File: config.mk
export PLATFORM = sky130hd
export DESIGN_NAME = logic_unit
export DESIGN_NICKNAME = d
export VERILOG_FILES = /design/src/rtl/logic_pkg.sv /design/src/rtl/logic_op.sv /design/src/rtl/logic_unit.sv
export SDC_FILE = /design/constraint.sdc
export NUM_CORES = 1
export LEC_CHECK = 0
export BUFFER_PORTS_ARGS = -buffer_cell sky130_fd_sc_hd__buf_4
export CAP_MARGIN = 20
export CORE_MARGIN = 4
export CORE_UTILIZATION = 55
export CTS_CLUSTER_DIAMETER = 150
export DETAILED_ROUTE_END_ITERATION = 12
export GPL_TIMING_DRIVEN = 1
export HOLD_SLACK_MARGIN = 0.08
export PLACE_DENSITY_LB_ADDON = 0.25
export SLEW_MARGIN = 30
export SYNTH_ARGS = -nofsm -noshare
export SYNTH_HDL_FRONTEND = slang
export SYNTH_HIERARCHICAL = 1
export SYNTH_SLANG_ARGS = --single-unit
File: constraint.sdc
create_clock -name clock -period 1.9 [get_ports clock]
set_input_delay 0.38 -clock clock [delete_from_list [all_inputs] [get_ports clock]]
set_output_delay 0.38 -clock clock [all_outputs]
set_load 0.01 [all_outputs]
File: src/rtl/logic_pkg.sv
// Shared encodings for the logic unit: bitwise op codes and the accumulate FSM states.
package logic_pkg;

    typedef enum logic [1:0] {
        OP_AND = 2'b00,
        OP_OR  = 2'b01,
        OP_XOR = 2'b10,
        OP_NOR = 2'b11
    } op_t;

    typedef enum logic {
        IDLE  = 1'b0,
        ACCUM = 1'b1
    } state_t;

endpackage

File: src/rtl/logic_op.sv
// Purely combinational per-bit operation; every bit is independent, so there are no carries.
module logic_op
    import logic_pkg::*;
#(
    parameter int WIDTH = 32
) (
    input  logic [WIDTH-1:0] a,
    input  logic [WIDTH-1:0] b,
    input  op_t              op,
    output logic [WIDTH-1:0] y
);

    always_comb begin
        y = '0;
        case (op)
            OP_AND: y = a & b;
            OP_OR:  y = a | b;
            OP_XOR: y = a ^ b;
            OP_NOR: y = ~(a | b);
            default: y = '0;
        endcase
    end

endmodule

File: src/rtl/logic_unit.sv
// Bitwise logic unit with an OR-accumulator and a single-entry valid/ready output register.
// Handshake: a beat transfers when in_valid && in_ready; a result transfers when out_valid && out_ready.
module logic_unit
    import logic_pkg::*;
#(
    parameter int WIDTH = 32
) (
    input  logic             clock,
    input  logic             reset,
    input  logic             in_valid,
    output logic             in_ready,
    input  logic [WIDTH-1:0] in_a,
    input  logic [WIDTH-1:0] in_b,
    input  logic [1:0]       in_op,
    input  logic             in_accum,
    input  logic             in_last,
    output logic             out_valid,
    input  logic             out_ready,
    output logic [WIDTH-1:0] out_data,
    output logic             out_zero,
    output state_t           dbg_state
);

    logic [WIDTH-1:0] beat_r;
    logic [WIDTH-1:0] merged;
    logic             accept;
    logic             emit;
    logic             fold;

    state_t           state_q, state_d;
    logic [WIDTH-1:0] acc_q, acc_d;
    logic             out_valid_q, out_valid_d;
    logic [WIDTH-1:0] out_data_q, out_data_d;
    logic             out_zero_q, out_zero_d;

    logic_op #(.WIDTH(WIDTH)) u_op (
        .a  (in_a),
        .b  (in_b),
        .op (op_t'(in_op)),
        .y  (beat_r)
    );

    // Accumulate beats obey the same stall rule as emitting beats.
    assign in_ready = !out_valid_q || out_ready;
    assign accept   = in_valid && in_ready;
    assign emit     = accept && (in_last || !in_accum);
    assign fold     = accept && in_accum && !in_last;
    assign merged   = acc_q | beat_r;

    always_comb begin
        state_d     = state_q;
        acc_d       = acc_q;
        out_valid_d = out_valid_q;
        out_data_d  = out_data_q;
        out_zero_d  = out_zero_q;

        if (out_valid_q && out_ready) begin
            out_valid_d = 1'b0;
        end

        // acc is zero in IDLE, so acc | r also covers the plain single-beat case.
        if (emit) begin
            out_valid_d = 1'b1;
            out_data_d  = merged;
            out_zero_d  = (merged == '0);
            acc_d       = '0;
            state_d     = IDLE;
        end else if (fold) begin
            acc_d   = merged;
            state_d = ACCUM;
        end
    end

    always_ff @(posedge clock) begin
        if (reset) begin
            state_q     <= IDLE;
            acc_q       <= '0;
            out_valid_q <= 1'b0;
            out_data_q  <= '0;
            out_zero_q  <= 1'b0;
        end else begin
            state_q     <= state_d;
            acc_q       <= acc_d;
            out_valid_q <= out_valid_d;
            out_data_q  <= out_data_d;
            out_zero_q  <= out_zero_d;
        end
    end

    assign out_valid = out_valid_q;
    assign out_data  = out_data_q;
    assign out_zero  = out_zero_q;
    assign dbg_state = state_q;

endmodule

==> impl_metrics.yaml <==
sta:
  holdWs_ns: 0.302
  setup_ws_ns: 0.246
  post-route-period-util: 0.871
  slew_violations: 0
  max-slew-margin-rel: 0.746
  worstMarginPinSlew_ns: 0.377
  timing.fmax_ghz: 0.604
  hold_violations: 0
  setup_violations: 0
  finalCriticalPeriod_ns: 1.65
  rsz0062_at_grt: "false"
  final.setup_skew_ns: 0.00632
synth:
  async_flop_share: 0
  yosysTopAreaCell: "dfxtp_1"
  muxShareOfSynthArea: 0.134
  synthFlopType: "dfxtp_1"
  ys_seq_elements: 67
  yosysMostFrequentCell: "nor2_1"
  synth.top_cell.area_share: 0.281
  synth_compound_area_frac: 0.117
  ys_seq_area_frac: 0.281
  synth_fa_ha_area_frac: 0.168
  ys_warn_count: 6
  syn_area_mm2: 0.00477
  syn_nets: 641
  yosys.area_share.simple: 0.121
  avgSynthCellArea_um2: 9.44
  yosys.area_share.xor_xnor: 0.0588
  yosys-top-cells-area: "dfxtp_1 28%, ha_1 17%, mux2i_1 13%, a211oi_2 7.6%, xor2_1 5.9%"
  synth.distinct_cells: 29
  ys_top_cells_by_count: "70 x nor2_1, 67 x dfxtp_1, 65 x inv_1"
  synth_top_family_by_area: "adder cells"
  synth_edf_count: 0
  synth_cells: 505
global_routing:
  grt-ovfl-total: 0
  grt_pass1_wl_mm: 17.3
  grt_pass1_vias: 3840
  grt_usage: 0.211
  grt_antenna_before_repair: 0
  grt_max_degree: 35
clock_tree:
  clock_tree.buffer_depth: 2
  cts_resized: 0
  postCtsSetupBuffers: 0
  tritoncts: "built"
  clk_pin_slew_worst_paths_ns: 0.07
  htree_num_levels: 3
  root_buffer: "clkbuf_8"
  numCtsBuffers: 9
  clkLatencyLatePin_ns: 0.33
  hold_buffers: 0
  cts_sinks: 67
die:
  die_h_um: 101
  die_area_mm2: 0.0102
  chipWidth_um: 101
  core_mm2: 0.00834
  start_util: 0.571
  rows: 33
  ios: 108
power_and_ir_drop:
  clkPwrFrac: 0.315
  power.internal_mw: 2.74
  switching_share: 0.289
  seq_power_share: 0.400
  max-vdd-ir-drop_mv: 0.295
  power.leakage_nw: 3.04
  power_mw: 3.86
  p_sw_mw: 1.12
  pwr_density_cell_mw_per_mm2: 658
  p_comb_frac: 0.285
placement:
  place_inst: 716
  routabilityCongestion: 0.787
  port_buffers: 107
  dp_slack_ns: -0.111
  place_area_mm2: 0.00566
  hpwl_mm: 8.06
critical_path:
  worstPathRequired_ns: 2.18
  critical_path_class: "input pin to register"
  end_kind: "register"
  worstPathMaxFanout: 3
  start_kind: "input pin"
  cp_data_arrival_time_ns: 1.93
routing:
  dr.pass1.iters: 4
  postRouteAntennaNets: 0
  post_drt_wl_per_cell_um: 14.2
  vias_per_cell: 5.13
  initialDrtViolationCount: 138
  drc: 0
  drt_wl_total_mm: 10.4
  vias: 3756
cells_and_area:
  drive_above_1_share: 0.330
  fin_cells: 732
  final_nets: 758
  n_antenna_cell: 0
  syn_to_final_growth_pct: 23.1
  nFillCells: 656
  final_cell_area_mm2: 0.00587
job:
  maxCapViolCount: 0
run_status:
  status: "finished, final reports clean"
min_path:
  min_path_type: "input pin to register"
[critical path: stages]
cell	delay [ns]
buf_4	0.08
inv_1	0.03
ha_1	0.28
mux2i_1	0.15
mux2i_1	0.13
nor4_1	0.36
nand4_1	0.17
nor3_1	0.17
a31o_2	0.17
[kinds of logic after synthesis]
logic type,count (synthesis)
AOI/OAI and AO/OA,66
adders and majority gates,64
xor gates and xnor gates,32
DFF,67
and+or+nand+nor,118
muxes,64
buffers and inverters,94
[metrics by stage]
stage / TNS (ns) / util
floorplan: 0 / -
global placement: -0.0448 / 0.679
detailed placement: -0.111 / 0.679
CTS: 0 / 0.704
global route: 0 / 0.704
finish: 0 / 0.704
[worst paths after layout]
path                     startpoint                   endpoint  slack, ns  depth (start not counted)
max                        in_a[12]      out_zero$_SDFFE_PP0P_       0.25                          9
min                        in_valid     dbg_state$_SDFFE_PP0P_       0.30                          3
max reg2reg  out_valid$_SDFFE_PP0P_  out_data[31]$_SDFFE_PP0P_       0.49                          5
min reg2reg  acc_q[31]$_SDFFE_PP0P_     acc_q[31]$_SDFFE_PP0P_       0.47                          2
[layout by cell type, fill, tap and decap left out, types with 12 or more instances in the layout]
cell type  instances
xor2_1            32
inv_1             65
buf_4            129
clkbuf_8          12
a211oi_2          29
nor2_2            26
mux2i_1           64
nor2_1            70
ha_1              64
dfxtp_1           67
a21oi_1           34
[flip-flops by register name, summed over array words and instances (netlist names)]
signal     count
acc_q         32
out_zero       1
out_valid      1
dbg_state      1
out_data      32
[power by group through the flow]
stage	sequential [mW]	combinational, mW	clock (mW)
2_1_floorplan	1.59	0.667	0
3_3_place_gp	1.57	1.06	0
3_5_place_dp	1.58	1.10	0
4_1_cts	1.55	1.11	1.24
5_1_grt	1.55	1.22	1.31
6_report	1.55	1.10	1.21
[per-layer routing]
layer | GRT usage | wire (um)
met5 | 0 | 0
met4 | 0.0859 | 221
met3 | 0.0415 | 712
met2 | 0.369 | 5130
met1 | 0.249 | 4350
[layout make-up]
| class | instances | area, um^2 | area share |
|---|---|---|---|
| Inverter | 65 | 244 | 0.0416 |
| Clock inverter | 1 | 30.0 | 0.00512 |
| Sequential cell | 67 | 1340 | 0.229 |
| Multi-Input combinational cell | 344 | 2860 | 0.487 |
| Clock buffer | 15 | 176 | 0.0301 |
| Timing Repair Buffer | 135 | 1090 | 0.186 |
| Tap cell | 105 | 131 | 0.0224 |
Power figures use the tool's default switching activity.
